===== config.mk =====
export PLATFORM = sky130hd
export DESIGN_NAME = z80_bus_ctrl
export DESIGN_NICKNAME = d
export VERILOG_FILES = /design/src/rtl/z80_bus_ctrl.sv
export SDC_FILE = /design/constraint.sdc
export NUM_CORES = 1
export LEC_CHECK = 0
export BUFFER_PORTS_ARGS = -buffer_cell sky130_fd_sc_hd__buf_2
export CAP_MARGIN = 0
export CORE_MARGIN = 4
export CORE_UTILIZATION = 54
export CTS_CLUSTER_DIAMETER = 150
export DETAILED_ROUTE_END_ITERATION = 12
export PLACE_DENSITY = 0.79
export SYNTH_ARGS = -nofsm -noshare
export SYNTH_HDL_FRONTEND = slang
export SYNTH_SLANG_ARGS = --single-unit

===== constraint.sdc =====
create_clock -name clk_sys -period 2.24 [get_ports clk_sys]
set_input_delay 0.448 -clock clk_sys [delete_from_list [all_inputs] [get_ports clk_sys]]
set_output_delay 0.448 -clock clk_sys [all_outputs]
set_load 0.05 [all_outputs]

===== src/rtl/z80_bus_ctrl.sv =====
// Bus and interrupt glue for a Z80-family soft core.
// Provides the CPU clock enable, the read-data latch, edge-triggered maskable
// interrupts with IM1/IM2 vector supply, an NMI pulse generator and
// wait-state insertion for slow memory.

// One interrupt channel: rising-edge detect plus a pending bit.
// On the same cycle, a new edge takes priority over a clear.
module z80_irq_lane (
  input  logic clk_sys,
  input  logic reset_n,
  input  logic req,
  input  logic clr,
  output logic pend
);
  logic prev_q, pend_q, pend_d, rise;

  assign rise   = req & ~prev_q;
  assign pend_d = (pend_q & ~clr) | rise;
  assign pend   = pend_q;

  // Edge register resets high so a source already high at release is not an edge
  always_ff @(posedge clk_sys) begin
    if (!reset_n) begin
      prev_q <= 1'b1;
      pend_q <= 1'b0;
    end else begin
      prev_q <= req;
      pend_q <= pend_d;
    end
  end
endmodule

module z80_bus_ctrl #(
  parameter int         CEN_DIV     = 16,
  parameter int         IRQ_CH      = 4,
  parameter bit         IM2         = 1'b1,
  parameter logic [7:0] VEC_BASE    = 8'hE0,
  parameter int         NMI_WIDTH   = 4,
  parameter int         WAIT_CYCLES = 2
) (
  input  logic              clk_sys,
  input  logic              reset_n,
  output logic              cen,
  input  logic              cpu_m1_n,
  input  logic              cpu_mreq_n,
  input  logic              cpu_iorq_n,
  input  logic              cpu_rd_n,
  input  logic              cpu_wr_n,
  output logic              cpu_int_n,
  output logic              cpu_nmi_n,
  output logic              cpu_wait_n,
  output logic [7:0]        cpu_di,
  input  logic [7:0]        bus_din,
  input  logic              bus_slow,
  input  logic [IRQ_CH-1:0] irq_req,
  input  logic [IRQ_CH-1:0] irq_en,
  output logic [IRQ_CH-1:0] irq_pending,
  input  logic              nmi_req
);

  // ---------------------------------------------------------------------
  // Clock enable
  // ---------------------------------------------------------------------
  logic [7:0] cen_cnt_q, cen_cnt_d;
  logic       cen_q;

  // Divider wraps at CEN_DIV-1; cen is the registered wrap indication
  always_comb begin
    cen_cnt_d = cen_cnt_q + 8'd1;
    if (cen_cnt_q == 8'(CEN_DIV - 1)) cen_cnt_d = 8'd0;
  end

  // Divider and cen registers
  always_ff @(posedge clk_sys) begin
    if (!reset_n) begin
      cen_cnt_q <= 8'd0;
      cen_q     <= 1'b0;
    end else begin
      cen_cnt_q <= cen_cnt_d;
      cen_q     <= (cen_cnt_q == 8'(CEN_DIV - 1));
    end
  end

  assign cen = cen_q;

  // ---------------------------------------------------------------------
  // Maskable interrupts
  // ---------------------------------------------------------------------
  logic [IRQ_CH-1:0] pend, act, clr;
  logic [2:0]        sel_k;
  logic              hit;
  logic              ack_q, ack_det;
  logic [7:0]        vec;
  logic              int_n_q;

  for (genvar g = 0; g < IRQ_CH; g++) begin : g_lane
    z80_irq_lane u_lane (
      .clk_sys (clk_sys),
      .reset_n (reset_n),
      .req     (irq_req[g]),
      .clr     (clr[g]),
      .pend    (pend[g])
    );
  end

  assign irq_pending = pend;
  assign act         = pend & irq_en;

  // Acknowledge fires only on the first cycle of M1+IORQ; ack_q marks the rest
  assign ack_det = ~cpu_m1_n & ~cpu_iorq_n & ~ack_q;

  // Lowest-index pending and enabled channel wins; scan high to low so the
  // last assignment is the lowest index
  always_comb begin
    hit   = 1'b0;
    sel_k = 3'd0;
    clr   = '0;
    for (int i = IRQ_CH - 1; i >= 0; i--) begin
      if (act[i]) begin
        hit    = 1'b1;
        sel_k  = 3'(i);
        clr    = '0;
        clr[i] = ack_det;
      end
    end
  end

  // Vector byte: IM2 gives base | k<<1 (base alone when spurious), IM1 gives RST 38h
  always_comb begin
    vec = 8'hFF;
    if (IM2) begin
      vec = VEC_BASE;
      if (hit) vec = VEC_BASE | {4'd0, sel_k, 1'b0};
    end
  end

  // Acknowledge tracking and the registered interrupt request
  always_ff @(posedge clk_sys) begin
    if (!reset_n) begin
      ack_q   <= 1'b0;
      int_n_q <= 1'b1;
    end else begin
      ack_q   <= ~cpu_iorq_n & (ack_q | ack_det);
      int_n_q <= ~|act;
    end
  end

  assign cpu_int_n = int_n_q;

  // ---------------------------------------------------------------------
  // CPU data-in latch
  // ---------------------------------------------------------------------
  logic [7:0] di_q, di_d;

  // Vector capture beats the read latch; the vector is held for the whole ack
  always_comb begin
    di_d = di_q;
    if (ack_det)        di_d = vec;
    else if (ack_q)     di_d = di_q;
    else if (!cpu_rd_n) di_d = bus_din;
  end

  // Data-in register
  always_ff @(posedge clk_sys) begin
    if (!reset_n) di_q <= 8'hFF;
    else          di_q <= di_d;
  end

  assign cpu_di = di_q;

  // ---------------------------------------------------------------------
  // NMI pulse generator
  // ---------------------------------------------------------------------
  logic       nmi_prev_q, nmi_n_q;
  logic [7:0] nmi_cnt_q, nmi_cnt_d;
  logic       nmi_rise;

  assign nmi_rise = nmi_req & ~nmi_prev_q;

  // Edges during an active pulse are dropped rather than queued
  always_comb begin
    nmi_cnt_d = nmi_cnt_q;
    if (nmi_rise && nmi_cnt_q == 8'd0) nmi_cnt_d = 8'(NMI_WIDTH);
    else if (cen_q && nmi_cnt_q != 8'd0) nmi_cnt_d = nmi_cnt_q - 8'd1;
  end

  // NMI counter and output; output follows the counter one cycle behind
  always_ff @(posedge clk_sys) begin
    if (!reset_n) begin
      nmi_prev_q <= 1'b1;
      nmi_cnt_q  <= 8'd0;
      nmi_n_q    <= 1'b1;
    end else begin
      nmi_prev_q <= nmi_req;
      nmi_cnt_q  <= nmi_cnt_d;
      nmi_n_q    <= (nmi_cnt_q == 8'd0);
    end
  end

  assign cpu_nmi_n = nmi_n_q;

  // ---------------------------------------------------------------------
  // Wait-state insertion
  // ---------------------------------------------------------------------
  logic [7:0] wait_cnt_q, wait_cnt_d;
  logic       done_q, done_d;
  logic       wait_n_q;
  logic       slow_start;

  // Refresh has both rd_n and wr_n high, so it never starts a wait
  assign slow_start = ~cpu_mreq_n & (~cpu_rd_n | ~cpu_wr_n) & bus_slow & ~done_q;

  // One wait sequence per access; mreq_n high aborts and re-arms
  always_comb begin
    wait_cnt_d = wait_cnt_q;
    done_d     = done_q;
    if (cpu_mreq_n) begin
      wait_cnt_d = 8'd0;
      done_d     = 1'b0;
    end else if (slow_start) begin
      wait_cnt_d = 8'(WAIT_CYCLES);
      done_d     = 1'b1;
    end else if (cen_q && wait_cnt_q != 8'd0) begin
      wait_cnt_d = wait_cnt_q - 8'd1;
    end
  end

  // Wait registers; wait_n is taken from next state so it drops one cycle after start
  always_ff @(posedge clk_sys) begin
    if (!reset_n) begin
      wait_cnt_q <= 8'd0;
      done_q     <= 1'b0;
      wait_n_q   <= 1'b1;
    end else begin
      wait_cnt_q <= wait_cnt_d;
      done_q     <= done_d;
      wait_n_q   <= (wait_cnt_d == 8'd0);
    end
  end

  assign cpu_wait_n = wait_n_q;

endmodule

==> impl_metrics.ini, run 1 <==
[run_status]
status = completed

[sta]
setup_violations = 0
skew_ns = 0.009689
worst_hold_slack_ns = 0.3367
hold_viol_final = 0
max_freq_mhz = 525.1
rsz0062_at_grt = false
post-route-period-util = 0.8502
final.setup.tns_ns = 0
tightest_slew_ns = 0.4715
slew_viol_final = 0
relSlewSlack = 0.6847
fin_crit_ns = 1.904

[layout]
final_cell_mix = dfxtp_1 (47), buf_2 (40), nor2_1 (33)
instances_no_fill = 315
utilization = 0.6521
nets = 297
final_common_cell = dfxtp_1
num_antenna_cells = 0
drive_gt1_frac = 0.2322
syn2layout_area_growth_pct = 16.20

[pwr]
p_sw_uw = 420.8
p_per_area_mw_per_mm2 = 703.5
vdd_drop_max_mv = 0.4656
p_comb_frac = 0.119
power_frac_clock = 0.357
p_leak_uw = 0.0009416
fin_total_pwr_uw = 1680
switching_share = 0.2505
p_int_uw = 1259
pwr-share-seq = 0.525

[grt]
grt_pass1_vias = 1578
track_usage = 0.1785
grt_antenna_before_repair = 0
grt_max_degree = 17
grtUsageMet3 = 0.06957
overflow = 0
grt.met1_usage = 0.2106
grt_use_met2 = 0.2913
grt_most_used_layer = met2
grt_pass1_wl_mm = 6.982

[clock_tree]
cts-buffers-inserted = 5
ctsHoldBuffers = 0
cts_setup_buffers = 0
clk_pin_slew_ns = 0.08
cts_resized = 0
htree_levels = 2
cts_tree = done
clock_tree.root_cell = clkbuf_8
clock_latency_ns = 0.30
cts_buffer_depth = 2
clock_sink_count = 47

[worst_setup_path]
cp_max_fo = 5
timing.critical_path.max_delay_family = compound AO/OA/AOI/OAI gates
critPathLaunchType = flip-flop
cp.required_ns = 2.46
reg2reg_to = cpu_wait_n$_SDFF_PN1_
rr_worst_depth = 7
r2r-start = wait_cnt_q[0]$_SDFF_PN0_
end_kind = flip-flop
cp_cell_sequence = inv_1, ha_1, or2b_2, o31ai_4, xnor2_1, a31oi_2, a221oi_2
crit_slowest_cell = or2b_2
slowest_delay_ns = 0.35
arrival_ns = 2.13
regToRegSetupSlack_ns = 0.34
critical_path_class = flip-flop to flip-flop
cp.buffers_inverters = 1

[synth]
synth_top_area_share = 0.4580
postSynthNetCount = 256
synthTopCellsByArea = dfxtp_1 (46%), nor2_1 (6.0%), xnor2_1 (3.8%)
ys.warnings.count = 0
synth_edf_count = 0
synth-seq-area-share = 0.4580
synth-main-ff-cell = dfxtp_1
async_reset_ff_frac = 0
synth_seq_cells = 47
synth.avg_cell_area_um2 = 9.091
yosysUniqueCellTypes = 45
netlist_area_mm2 = 0.002054
synthCells = 226
yosys.area.top_type = dfxtp_1

[placed_design]
dp.cells = 308
gp_congestion = 0.9613
port-buffer-count = 40
dp_hpwl_mm = 2.941

[floorplan]
std_cell_rows = 22
ios = 41
die_h_um = 69.68
core_region_area_mm2 = 0.003661
fp.dieArea_mm2 = 0.004855
die_w_um = 69.68
initial_utilization = 0.5612

[route]
avgViaCountPerCell = 5.295
drcViolationCount = 0
drtAntennaViolNets = 0
wire_per_inst_um = 12.61
first_iter_violations = 73
wl_mm = 3.973
vias = 1668
dr.pass1.iters = 4

[min_path]
hold_end = g_lane[2].u_lane.prev_q$_SDFF_PN1_
whs_path_depth = 2
hold_class = input pin to flip-flop
hold_start = irq_req[2]

[flow_run]
drv_cap = 0
## worst max-delay path by stage
stage	from	to	slack [ns]	cells after the start
after CTS	wait_cnt_q[0]$_SDFF_PN0_	cpu_wait_n$_SDFF_PN1_	0.35	7
after global placement	wait_cnt_q[0]$_SDFF_PN0_	cpu_wait_n$_SDFF_PN1_	0.40	7
final	wait_cnt_q[0]$_SDFF_PN0_	cpu_wait_n$_SDFF_PN1_	0.34	7
after global routing	wait_cnt_q[0]$_SDFF_PN0_	cpu_wait_n$_SDFF_PN1_	0.22	7
after floorplan	cen$_SDFF_PN0_	cpu_wait_n$_SDFF_PN1_	0.47	5
after detailed placement	wait_cnt_q[0]$_SDFF_PN0_	cpu_wait_n$_SDFF_PN1_	0.36	7
## layout make-up
cell class / instances / area, um^2
clock inverter: 2 / 37.54
fill: 313 / 1274
multi-input combinational: 159 / 1020
inverter: 12 / 45.04
timing repair buffer: 42 / 215.2
tap: 48 / 60.06
sequential: 47 / 940.9
clock buffer: 5 / 68.82
## cell usage after synthesis (all sizes together), types with 3 or more instances
cell type,instances
dfxtp,47
nor2,33
nand2,18
inv,12
nand3,9
xnor2,9
a21oi,8
o21ai,8
nand2b,7
xor2,7
buf,6
a211oi,5
ha,5
nor2b,4
nor3,4
o211ai,4
a221o,3
and3,3
o21a,3
or3,3
## worst reg2reg max path: stages, from the launching register on
cell	delay (ns)
dfxtp_1	0.33
inv_1	0.12
ha_1	0.15
or2b_2	0.35
o31ai_4	0.30
xnor2_1	0.20
a31oi_2	0.13
a221oi_2	0.26
## through the flow
stage,instance area (um^2),setup WS (ns)
2_1_floorplan,2054,0.4722
3_3_place_gp,2281,0.3967
3_5_place_dp,2281,0.3631
4_1_cts,2387,0.3468
5_1_grt,2387,0.2169
6_report,2387,0.3356
## registers in the layout (all words and copies together) (netlist names), 4 cells and up
signal	flops
cen_cnt_q	8
cpu_di	8
g_lane.u_lane.pend	4
g_lane.u_lane.prev_q	4
nmi_cnt_q	8
wait_cnt_q	8
## layer usage
layer	vias up	wire length (um)
met5	-	0
met1	762	1837
met4	0	69
li1	862	-
met2	37	1792
met3	7	273
## logic make-up (layout without fill, tap and decap cells)
group | count (synthesis) | count (layout) | share of synthesized area
compound gates | 44 | 44 | 0.1638
buf+inv | 20 | 61 | 0.04568
simple gates | 91 | 91 | 0.2186
xor+xnor | 16 | 16 | 0.06821
mux | 3 | 3 | 0.01523
flops | 47 | 47 | 0.4580
fa+ha+maj | 5 | 5 | 0.03045
## power by group through the flow
stage | Clock (uW) | Sequential [uW] | Combinational (uW)
final | 599 | 881 | 199
after global routing | 643 | 886 | 218
after CTS | 614 | 881 | 201
after detailed placement | 0 | 901 | 200
after global placement | 0 | 900 | 198
after floorplan | 0 | 947 | 95.9
Power figures use the tool's default switching activity.
==> run 2, diff against run 1 <==
Settings changed: ABC_AREA set to 1, PLACE_DENSITY 0.79 to 0.78.
==> run 2 against run 1 <==
  * Critical path depth rose by 1
  * Fmax rose by 14%
  * Combinational power rose by 7%
  * Critical path type unchanged
==> impl_metrics.ini, run 2 <==
[min_path]
whs_path_depth = 3
hold_start = irq_req[1]
hold_end = g_lane[1].u_lane.prev_q$_SDFF_PN1_
hold_class = input pin to flip-flop

[synth]
ys.warnings.count = 0
yosysUniqueCellTypes = 32
synth_top_area_share = 0.4300
synthTopCellsByArea = dfxtp_1 (43%), nand2_1 (13%), inv_1 (5.5%)
synth-seq-area-share = 0.4300
synth-main-ff-cell = dfxtp_1
synth.most_common_cell = nand2_1
postSynthNetCount = 324
async_reset_ff_frac = 0
yosys.area.top_type = dfxtp_1
synth.avg_cell_area_um2 = 7.443
synthCells = 294
synth_seq_cells = 47
ys_top_cells_by_count = nand2_1 (77), dfxtp_1 (47), inv_1 (32), nor2_1 (30), nand3_1 (19)
netlist_area_mm2 = 0.002188
synth_edf_count = 0

[pwr]
p_comb_frac = 0.131
p_per_area_mw_per_mm2 = 645.1
p_leak_uw = 0.001197
power_frac_clock = 0.321
pwr-share-seq = 0.547
p_int_uw = 1154
p_sw_uw = 458.3
fin_total_pwr_uw = 1613
vdd_drop_max_mv = 0.5297
switching_share = 0.2842

[sta]
post-route-period-util = 0.7438
worst_hold_slack_ns = 0.3163
relSlewSlack = 0.5499
rsz0062_at_grt = false
setup_violations = 0
fin_crit_ns = 1.666
slew_viol_final = 0
setup_slack_ns = 0.5740
final.setup.tns_ns = 0
hold_viol_final = 0
skew_ns = 0.008119
tightest_slew_ns = 0.6744
max_freq_mhz = 600.2

[clock_tree]
clock_sink_count = 47
cts-buffers-inserted = 5
htree_levels = 2
clock_latency_ns = 0.30
clk_pin_slew_ns = 0.09
cts_buffer_depth = 2
cts_resized = 0
clock_tree.root_cell = clkbuf_8
cts_tree = done
cts_setup_buffers = 0
ctsHoldBuffers = 0

[worst_setup_path]
slowest_delay_ns = 0.32
r2r-start = nmi_cnt_q[0]$_SDFFE_PP0P_
reg2reg_to = nmi_cnt_q[3]$_SDFFE_PP0P_
end_kind = flip-flop
crit_path_frequent_cell = inv_1
rr_worst_depth = 8
cp_cell_sequence = inv_1, ha_1, nor3b_1, nand2_2, nor3_1, nor2_1, inv_1, a21oi_1
cp.buffers_inverters = 2
critical_path_class = flip-flop to flip-flop
regToRegSetupSlack_ns = 0.57
timing.critical_path.max_delay_family = simple AND/OR/NAND/NOR gates
crit_slowest_cell = dfxtp_1
critPathLaunchType = flip-flop
cp_max_fo = 6
arrival_ns = 1.85
cp.required_ns = 2.43

[placed_design]
port-buffer-count = 40
gp_congestion = 0.8206
dp_hpwl_mm = 3.295
dp_slack_ns = 0.5371

[route]
dr.pass1.iters = 4
avgViaCountPerCell = 5.013
drcViolationCount = 0
first_iter_violations = 85
drtAntennaViolNets = 0
wire_per_inst_um = 11.09
vias = 1920
wl_mm = 4.246

[grt]
overflow = 0
grt_antenna_before_repair = 0
grt_pass1_wl_mm = 7.576
grt_pass1_vias = 1785
grt_max_degree = 22
track_usage = 0.1818

[floorplan]
fp.dieArea_mm2 = 0.005135
initial_utilization = 0.5761
ios = 41
die_w_um = 71.66
std_cell_rows = 22
core_region_area_mm2 = 0.003799
die_h_um = 71.66

[layout]
num-fill-cells = 354
final_cell_mix = nand2_1 (77), dfxtp_1 (47), buf_2 (40)
syn2layout_area_growth_pct = 14.24
num_antenna_cells = 0
nets = 364
utilization = 0.6581
multiInputGateArea_mm2 = 0.001069
regArea_um2 = 940.9
drive_gt1_frac = 0.2149
final_common_cell = nand2_1

[flow_run]
drv_cap = 0

[run_status]
status = completed
==> run 2: worst max-delay path by stage <==
stage,cells past startpoint,end,from,slack [ns]
2_1_floorplan,9,cpu_wait_n$_SDFF_PN1_,cen$_SDFF_PN0_,0.71
3_3_place_gp,5,nmi_cnt_q[4]$_SDFFE_PP0P_,reset_n,0.59
3_5_place_dp,5,nmi_cnt_q[4]$_SDFFE_PP0P_,reset_n,0.54
4_1_cts,1,cen,cen$_SDFF_PN0_,0.56
5_1_grt,8,nmi_cnt_q[3]$_SDFFE_PP0P_,nmi_cnt_q[0]$_SDFFE_PP0P_,0.35
6_report,8,nmi_cnt_q[3]$_SDFFE_PP0P_,nmi_cnt_q[0]$_SDFFE_PP0P_,0.57
==> run 2: power groups by stage <==
stage	sequential, uW	clock, uW	combinational, uW
after floorplan	953	0	104
after global placement	902	0	209
after detailed placement	902	0	213
after CTS	883	538	213
after global routing	886	558	235
final	883	518	212
==> run 2: worst reg2reg max path, cell delays in order, from the launching register on <==
cell and delay (ns):
dfxtp_1 0.32, inv_1 0.15, ha_1 0.16, nor3b_1 0.23, nand2_2 0.10, nor3_1 0.24
nor2_1 0.11, inv_1 0.18, a21oi_1 0.06
==> run 2: per-stage QoR <==
step | instances | area [um^2]
2_1_floorplan | 294 | 2188
3_3_place_gp | 375 | 2407
3_5_place_dp | 375 | 2407
4_1_cts | 383 | 2500
5_1_grt | 383 | 2500
6_report | 383 | 2500
==> run 2: cell type report <==
class / count / area share
clock buffer: 5 / 0.02753
clock inverter: 3 / 0.009510
inverter: 36 / 0.05506
multi-input combinational: 204 / 0.4274
sequential: 47 / 0.3764
tap: 48 / 0.02402
timing repair buffer: 40 / 0.08008
==> run 2: logic make-up (layout without fill, tap and decap cells) <==
family                   after synthesis  in the layout  synth area share
AND/OR/NAND/NOR                      156            156            0.3293
flip-flops                            47             47            0.4300
buffers and inverters                 43             84           0.08176
AO/OA/AOI/OAI                         36             36            0.1023
XOR/XNOR                               7              7           0.02802
adder cells (fa/ha/maj)                5              5           0.02859
==> run 2: metal layers <==
layer	vias to the layer above	global-route usage	wire length, um	share of wire
met5	-	0	0	0
met4	0	0.08351	80	0.019
met3	8	0.03506	147	0.035
met2	28	0.3010	2085	0.49
met1	861	0.2272	1932	0.46
li1	1023	-	-	-
